===== src/rtl/fifo_push_arbiter_pkg.sv =====
// Shared constants, state encoding and CPU address map for the FIFO push arbiter.
package fifo_push_arbiter_pkg;

    localparam int unsigned NUM_PORTS   = 4;
    localparam int unsigned DATA_WIDTH  = 256;
    localparam int unsigned CNT_WIDTH   = 32;
    localparam int unsigned OWNER_WIDTH = 2;

    typedef enum logic {
        StIdle   = 1'b0,
        StLocked = 1'b1
    } state_e;

    // Addresses 0-3 select beat counters, 4-7 packet counters; bit 2 picks the bank.
    localparam logic [2:0]  CPU_ADDR_BEAT_BASE = 3'd0;
    localparam logic [2:0]  CPU_ADDR_PKT_BASE  = 3'd4;
    localparam int unsigned CPU_ADDR_SEL_BIT   = 2;

endpackage


===== src/rtl/fifo_push_arbiter_rr_pick4.sv =====
// Round-robin first-set search over four requests, starting at pointer and wrapping upward.
module fifo_push_arbiter_rr_pick4
    import fifo_push_arbiter_pkg::*;
(
    input  logic [3:0]             request,
    input  logic [OWNER_WIDTH-1:0] pointer,
    output logic [OWNER_WIDTH-1:0] index,
    output logic                   any
);

    logic [OWNER_WIDTH-1:0] cand;

    // Scan farthest candidate first so the one nearest the pointer wins.
    always_comb begin
        index = pointer;
        any   = 1'b0;
        cand  = '0;
        for (int i = 3; i >= 0; i--) begin
            cand = pointer + OWNER_WIDTH'(i);
            if (request[cand]) begin
                index = cand;
                any   = 1'b1;
            end
        end
    end

endmodule


===== src/rtl/fifo_push_arbiter.sv =====
// Packet-locked round-robin arbiter feeding a shared FIFO, with per-port beat/packet
// counters readable over a simple one-cycle CPU read port.
module fifo_push_arbiter #(
    parameter int unsigned NUM_PORTS  = fifo_push_arbiter_pkg::NUM_PORTS,
    parameter int unsigned DATA_WIDTH = fifo_push_arbiter_pkg::DATA_WIDTH
) (
    input  logic                            clockCore,
    input  logic                            resetCore,
    input  logic [NUM_PORTS-1:0]            reqValid,
    input  logic [NUM_PORTS-1:0]            reqLast,
    input  logic [NUM_PORTS*DATA_WIDTH-1:0] reqData,
    output logic [NUM_PORTS-1:0]            reqReady,
    input  logic [NUM_PORTS-1:0]            portEnable,
    input  logic                            fifoFull,
    output logic                            fifoPush,
    output logic [DATA_WIDTH-1:0]           fifoDataIn,
    output logic                            grantActive,
    output logic [1:0]                      grantOwner,
    input  logic                            cpuReadValid,
    input  logic [2:0]                      cpuReadAddress,
    output logic                            cpuReadAck,
    output logic [31:0]                     cpuReadData
);

    import fifo_push_arbiter_pkg::*;

    state_e                 state_q, state_d;
    logic [OWNER_WIDTH-1:0] owner_q, owner_d;
    logic [OWNER_WIDTH-1:0] rr_ptr_q, rr_ptr_d;
    logic [CNT_WIDTH-1:0]   beat_cnt_q [NUM_PORTS];
    logic [CNT_WIDTH-1:0]   beat_cnt_d [NUM_PORTS];
    logic [CNT_WIDTH-1:0]   pkt_cnt_q  [NUM_PORTS];
    logic [CNT_WIDTH-1:0]   pkt_cnt_d  [NUM_PORTS];
    logic                   ack_q, ack_d;
    logic [CNT_WIDTH-1:0]   rdata_q, rdata_d;

    logic [OWNER_WIDTH-1:0] pick_idx;
    logic                   pick_any;
    logic                   locked;
    logic                   transfer;
    logic                   last_xfer;

    fifo_push_arbiter_rr_pick4 u_pick (
        .request (reqValid & portEnable),
        .pointer (rr_ptr_q),
        .index   (pick_idx),
        .any     (pick_any)
    );

    // Reset gating keeps push/ready low in the reset cycle itself.
    always_comb begin
        locked    = (state_q == StLocked);
        transfer  = locked && reqValid[owner_q] && !fifoFull && !resetCore;
        last_xfer = transfer && reqLast[owner_q];

        reqReady = '0;
        if (locked && !fifoFull && !resetCore) begin
            reqReady[owner_q] = 1'b1;
        end
        fifoPush    = transfer;
        fifoDataIn  = reqData[32'(owner_q) * DATA_WIDTH +: DATA_WIDTH];
        grantActive = locked;
        grantOwner  = owner_q;
        cpuReadAck  = ack_q;
        cpuReadData = rdata_q;
    end

    always_comb begin
        state_d  = state_q;
        owner_d  = owner_q;
        rr_ptr_d = rr_ptr_q;
        unique case (state_q)
            StIdle: begin
                if (pick_any) begin
                    state_d = StLocked;
                    owner_d = pick_idx;
                end
            end
            StLocked: begin
                if (last_xfer) begin
                    state_d  = StIdle;
                    rr_ptr_d = owner_q + 2'd1;
                end
            end
            default: state_d = StIdle;
        endcase
    end

    always_comb begin
        for (int i = 0; i < NUM_PORTS; i++) begin
            beat_cnt_d[i] = beat_cnt_q[i];
            pkt_cnt_d[i]  = pkt_cnt_q[i];
            if (transfer && owner_q == OWNER_WIDTH'(i)) begin
                beat_cnt_d[i] = beat_cnt_q[i] + 32'd1;
            end
            if (last_xfer && owner_q == OWNER_WIDTH'(i)) begin
                pkt_cnt_d[i] = pkt_cnt_q[i] + 32'd1;
            end
        end

        // Read samples the current (pre-increment) counter value.
        ack_d   = cpuReadValid;
        rdata_d = rdata_q;
        if (cpuReadValid) begin
            if (cpuReadAddress[CPU_ADDR_SEL_BIT]) begin
                rdata_d = pkt_cnt_q[cpuReadAddress[1:0]];
            end else begin
                rdata_d = beat_cnt_q[cpuReadAddress[1:0]];
            end
        end
    end

    always_ff @(posedge clockCore) begin
        if (resetCore) begin
            state_q  <= StIdle;
            owner_q  <= '0;
            rr_ptr_q <= '0;
            ack_q    <= 1'b0;
            rdata_q  <= '0;
            for (int i = 0; i < NUM_PORTS; i++) begin
                beat_cnt_q[i] <= '0;
                pkt_cnt_q[i]  <= '0;
            end
        end else begin
            state_q  <= state_d;
            owner_q  <= owner_d;
            rr_ptr_q <= rr_ptr_d;
            ack_q    <= ack_d;
            rdata_q  <= rdata_d;
            for (int i = 0; i < NUM_PORTS; i++) begin
                beat_cnt_q[i] <= beat_cnt_d[i];
                pkt_cnt_q[i]  <= pkt_cnt_d[i];
            end
        end
    end

endmodule


===== config.mk =====
export PLATFORM = sky130hd
export DESIGN_NAME = fifo_push_arbiter
export DESIGN_NICKNAME = d
export VERILOG_FILES = /design/src/rtl/fifo_push_arbiter_pkg.sv /design/src/rtl/fifo_push_arbiter_rr_pick4.sv /design/src/rtl/fifo_push_arbiter.sv
export SDC_FILE = /design/constraint.sdc
export NUM_CORES = 1
export LEC_CHECK = 0
export CAP_MARGIN = 30
export CORE_AREA = 2 2 520 522
export CTS_CLUSTER_DIAMETER = 100
export DETAILED_ROUTE_END_ITERATION = 7
export DIE_AREA = 0 0 522 524
export PLACE_DENSITY_LB_ADDON = 0.08
export REMOVE_ABC_BUFFERS = 1
export SYNTH_ARGS = -nofsm -noshare
export SYNTH_HDL_FRONTEND = slang
export SYNTH_SLANG_ARGS = --single-unit

===== constraint.sdc =====
create_clock -name clockCore -period 7.2 [get_ports clockCore]
set_input_delay 1.44 -clock clockCore [delete_from_list [all_inputs] [get_ports clockCore]]
set_output_delay 1.44 -clock clockCore [all_outputs]
set_load 0.02 [all_outputs]

* Word level (Yosys, flattened, before mapping)
Memory sizes are Yosys's and may differ from the RTL's.
Index checks and enable logic that the tools add are counted.
** Storage, ports and cells
- Output and inout bits :: 297
- Flip-flop bits (word level) :: 38
- Logic and storage cells :: 105
- Memories :: 2
- Memory bits (writable) :: 256
- Input port bits :: 1043
** Memory list
- beat_cnt_q :: depth 4, width 32, rd ports 5, clocked after Yosys merged registers in 0, write ports 4, RTL line fifo_push_arbiter.sv:30 : logic [CNT_WIDTH-1:0] beat_cnt_q [NUM_PORTS];
- pkt_cnt_q :: depth 4, width 32, rd ports 5, clocked after Yosys merged registers in 0, write ports 4, RTL line fifo_push_arbiter.sv:32 : logic [CNT_WIDTH-1:0] pkt_cnt_q [NUM_PORTS];
** Operators by class
- Reductions and logical operators :: 20
- Add/sub/neg operators :: 12
- Shift-type cells :: 1
- Mux-type cells :: 46
- Bitwise gates (word level) :: 10
- Order comparisons :: 6
- Equal/unequal tests :: 3
** Operators by type and width (number)
- 1024-bit by 11-bit indexed part select with 256-bit output :: 1
- 32-bit two-way mux :: 17
- 32-bit by 1-bit adder with 32-bit output (second input constant) :: 8
- 1-bit two-way mux :: 16
- 1-bit logical AND :: 15
- 2-bit by 3-bit less-than comparator with 1-bit output (second input constant) :: 5
- 1-bit binary-select mux with 2-bit select :: 6
- 2-bit two-way mux :: 4
- 1-bit OR :: 8
- 2-bit by 1-bit adder with 2-bit output (second input constant) :: 2
- 2-bit adder (second input constant) :: 2
- 4-bit bitwise AND :: 1
- 2-bit == test (second input constant) :: 2
- 4-bit two-way mux :: 1
- 2-bit AND reduction :: 2
- 1-bit demux with 2-bit select :: 1
- 2-bit by 1-bit == test with 1-bit output (second input constant) :: 1
- 2-bit by 1-bit greater-or-equal comparator with 1-bit output (second input constant) :: 1
- 1-bit zero test :: 2
- 2-bit zero test :: 1
- 1-bit case mux with 2 select lines :: 1
- 1-bit NOT :: 1

* Longest topological paths before layout
- Depth after elaboration :: 9
- Gate-level depth with buffers :: 13
- Mapped depth without buffers :: 7

* By module
From an unflattened synthesis, not the netlist that was laid out.
** Unflattened totals
- Cells, all modules :: 2026
- Area total of the unflattened synthesis :: 21249.1 sq um
** Modules (own cells, without submodules)
- fifo_push_arbiter :: cells an instance 2010, area each 21149.0 sq um, instances 1, sequential area each 5885.6 sq um
- fifo_push_arbiter_rr_pick4 :: cells an instance 16, area each 100.1 sq um, instances 1, sequential area each 0.0 sq um

* Worst setup path after synthesis
Ideal clock, no wire load.
- Kind :: input to output
- Start point :: input port reqValid[3]
- End point :: output port fifoPush
- Stages :: 5
- Arrival time :: 2762 ps
- Path buffers :: 3
- Required time :: 5760 ps
- Slack :: 2998 ps
- Path through :: mux4_2 > buf_2 > clkbuf_1 > buf_1 > and2_1
** Between the ends
- Cells in the longest elaborated chain, start to end :: 5
** Ends and longest elaborated chain
- from (decl) :: RTL line fifo_push_arbiter.sv:9 : input logic [NUM_PORTS-1:0] reqValid,
- 1-bit binary-select mux with 2-bit select :: RTL line fifo_push_arbiter.sv:53 : transfer = locked && reqValid[owner_q] && !fifoFull && !resetCore;
- 1-bit two-way mux (implied by the code) :: RTL line fifo_push_arbiter.sv:53
- 1-bit logical AND (3 in a row) :: RTL line fifo_push_arbiter.sv:53
- to (decl) :: RTL line fifo_push_arbiter.sv:15 : output logic fifoPush,
Every way passes these cells. The select of a mux whose other input is x is not followed.

* Worst setup path in the final report
- Start point :: input port reqData[943]
- End point :: output port fifoDataIn[175]
** Between the ends
- Cells in the longest elaborated chain, start to end :: 1
** Ends and longest elaborated chain
- from (decl) :: RTL line fifo_push_arbiter.sv:11 : input logic [NUM_PORTS*DATA_WIDTH-1:0] reqData,
- 1024-bit by 11-bit indexed part select with 256-bit output :: RTL line fifo_push_arbiter.sv:61 : fifoDataIn = reqData[32'(owner_q) * DATA_WIDTH +: DATA_WIDTH];
- to (decl) :: RTL line fifo_push_arbiter.sv:16 : output logic [DATA_WIDTH-1:0] fifoDataIn,
Every way passes these cells.

==> impl_metrics.tcl <==
set metrics [dict create \
    viasPerCell 3.84 \
    final_cell_count_no_fill 7026 \
    r2r_setup_slack_ps 3210 \
    place_area_sq_um 38900 \
    grtUsageTotal_pct 25.4 \
    max_freq_mhz 191 \
    drt_pass1_iterations 6 \
    rsz0062_at_grt "no" \
    cts_sinks 294 \
    yosys_register_bits 294 \
    async_flop_share_pct 0 \
    arrival_ps 3790 \
    slowest_stage "clkdlybuf4s50_1" \
    holdPathStages 2 \
    dp.cells 6769 \
    initial_core_util_pct 7.93 \
    cp-end-kind "output pin" \
    antenna_left 0 \
    rows 190 \
    cp_num_buf_inv 2 \
    dieArea_sq_um 274000 \
    syn_area_sq_um 21200 \
    grt_pass1_vias 25000 \
    overflow 0 \
    crit_path_cell_trace "clkdlybuf4s50_1, mux4_2, clkdlybuf4s50_1" \
    r2r_cells 8 \
    cp_slowest_stage_delay_ps 1200 \
    grt_max_degree 136 \
    cts_htree_levels 2 \
    fin_area_sq_um 40700 \
    drc_errors 0 \
    vdd_drop_max_mv 0.137 \
    gp_congestion 1.01 \
    fillers 30100 \
    cts_buffers 44 \
    grt_pass1_wl_microns 417000 \
    vias 27000 \
    path_class "in -> out" \
    hpwl_microns 324000 \
    finalSetupViolations 0 \
    whs_endpoint "cpuReadData[15]" \
    dp_slack_ps 2030 \
    critPathMostFrequentCell "clkdlybuf4s50_1" \
    clk_pin_slew_ps 50 \
    synth_warnings 0 \
    fin_nets 4320 \
    min_period_ps 5230 \
    pin_count 1340 \
    worstPathRequired_ps 5760 \
    ctsRootBufferMaster "clkbuf_16" \
    power.density_nw_per_um2 165 \
    finalHoldViolCount 0 \
    status "completed" \
    synth_edf_count 0 \
    drt_iter0_drc 2673 \
    start_kind "input pin" \
    yosysSeqAreaShare_pct 27.8 \
    crit_family "buffers and inverters" \
    ys.flop_type "dfxtp_1" \
    cts_setup_buffers 0 \
    die_y_microns 524 \
    syn_area_per_cell_sq_um 10.6 \
    drive_gt1_share_pct 13.6 \
    fin_tns_setup_ps 0 \
    antenna_found_initial 542 \
    rr_endpoint "beat_cnt_q[1][31]" \
    r2r-start "grantOwner[0]" \
    routedWlPerCell_microns 51.3 \
    hp-start "cpuReadData[15]" \
    hp-class "reg -> reg" \
    maxCapViolations 0 \
    ys_types 47 \
    clk_latency_ps 600 \
    finalClockSkew_ps 32.9 \
    post-route-period-util_pct 72.6 \
    area_growth_pct 92.0 \
    fin_ws_ps 1970 \
    worst_slew_pin_slew_ps 1080 \
    cts_tree "done" \
    critical_path.max_fanout 1 \
    core_area_sq_um 267000 \
    p_leak_nw 12.1 \
    synthCells 2002 \
    cts_buffer_depth 3 \
    slew_violations 0 \
    cts_resized 0 \
    io_buffers 1339 \
    cts_hold_buf 0 \
    die_w_microns 522 \
    routed_wl_microns 360000 \
    relSlewSlack_pct 28.0 \
    whs_ps 483 \
]
## cells in the final DEF (no fill, tap or decap), drive strengths merged, types with 32 or more instances in the layout
master / synthesis / routed
a211oi: 32 / 32
a21oi: 53 / 53
and4: 44 / 44
buf: 63 / 48
clkbuf: 103 / 66
clkdlybuf4s50: 0 / 1334
dfxtp: 294 / 294
diode: 0 / 184
inv: 36 / 39
mux2i: 39 / 39
mux4: 322 / 322
nand2: 84 / 84
nand3: 95 / 95
nand4: 81 / 81
nor2: 245 / 245
nor3: 53 / 53
nor4: 67 / 67
o21ai: 32 / 32
xnor2: 131 / 131
xor2: 68 / 68
## routing by layer
| layer | up-vias | routed length, microns | track usage, % |
|---|---|---|---|
| li1 | 10500 | - | - |
| met1 | 13600 | 150000 | 31.8 |
| met2 | 1943 | 151000 | 37.5 |
| met3 | 780 | 39700 | 11.5 |
| met4 | 118 | 18300 | 10.6 |
| met5 | - | 745 | 0 |
## registers in the layout, indices dropped and copies added (netlist names)
signal,cells
pkt_cnt_q,128
cpuReadAck,1
grantActive,1
cpuReadData,32
grantOwner,2
beat_cnt_q,128
rr_ptr_q,2
## power breakdown
group	switching, mW	leakage [nW]	total, mW	internal [mW]
logic	1.68	9.10	2.93	1.25
registers	0.0219	2.37	1.66	1.64
clock network	0.885	0.667	2.13	1.25
total	2.59	12.1	6.72	4.13
## cell usage after synthesis (5+ instances only)
cell	instances	area (sq um)
mux4_2	322	7250
dfxtp_1	294	5890
nor2_1	245	920
xnor2_1	131	1150
clkbuf_1	102	383
nand3_1	94	470
nand2_1	83	312
nand4_1	81	507
xor2_1	68	596
nor4_1	67	419
a21oi_1	53	265
nor3_1	53	265
buf_1	48	180
and4_1	44	385
mux2i_1	39	390
inv_1	36	135
a211oi_1	32	240
o21ai_0	32	160
or3_1	30	188
and2_1	27	169
and3_1	26	163
or4_1	18	135
buf_2	13	65.1
o31ai_1	13	97.6
ha_1	12	150
or2_2	5	31.3
## per-stage QoR
step	util (%)	power [mW]
2_1_floorplan	-	2.67
3_3_place_gp	14.5	4.60
3_5_place_dp	14.5	4.56
4_1_cts	15.0	6.80
5_1_grt	15.1	6.93
6_report	15.2	6.72
## worst max path at each step
| stage | to | start | cells past startpoint | slack, ps |
|---|---|---|---|---|
| after floorplan | pkt_cnt_q[1][29] | grantOwner[0] | 5 | -7050 |
| after global placement | fifoDataIn[97] | reqData[353] | 3 | 1970 |
| after detailed placement | fifoDataIn[97] | reqData[353] | 3 | 2030 |
| after CTS | fifoDataIn[220] | grantOwner[0] | 3 | 1970 |
| after global routing | fifoDataIn[220] | grantOwner[0] | 3 | 1860 |
| final | fifoDataIn[175] | reqData[943] | 3 | 1970 |
## worst reg2reg max path, cell delays in order (launching register included)
cell and delay, ps:
dfxtp_4 700, buf_4 350, ha_1 280, nor4bb_1 580, buf_4 300, nand3_2 120, or4_1 850, or4_1 550
mux2i_1 130
## cell families (layout without fill, tap and decap cells)
| group | Yosys count | count (layout) | share of synthesized area (%) |
|---|---|---|---|
| adder cells (fa/ha/maj) | 12 | 12 | 0.708 |
| AND/OR/NAND/NOR | 790 | 790 | 19.4 |
| buffers and inverters | 202 | 1490 | 3.69 |
| AO/OA/AOI/OAI | 142 | 142 | 4.10 |
| flip-flops | 294 | 294 | 27.8 |
| multiplexers | 363 | 363 | 36.1 |
| other | 0 | 184 | 0 |
| XOR/XNOR | 199 | 199 | 8.22 |
## area by class of cell
type / count / area, sq um / area share (%)
Multi-Input combinational cell: 1506 / 14600 / 35.7
Timing Repair Buffer: 1383 / 13900 / 34.1
Sequential cell: 294 / 5890 / 14.5
Tap cell: 3552 / 4440 / 10.9
Clock buffer: 65 / 1310 / 3.22
Antenna cell: 184 / 460 / 1.13
Inverter: 36 / 135 / 0.332
Clock inverter: 6 / 41.3 / 0.101
No activity file was read; power rests on OpenSTA's default activity.
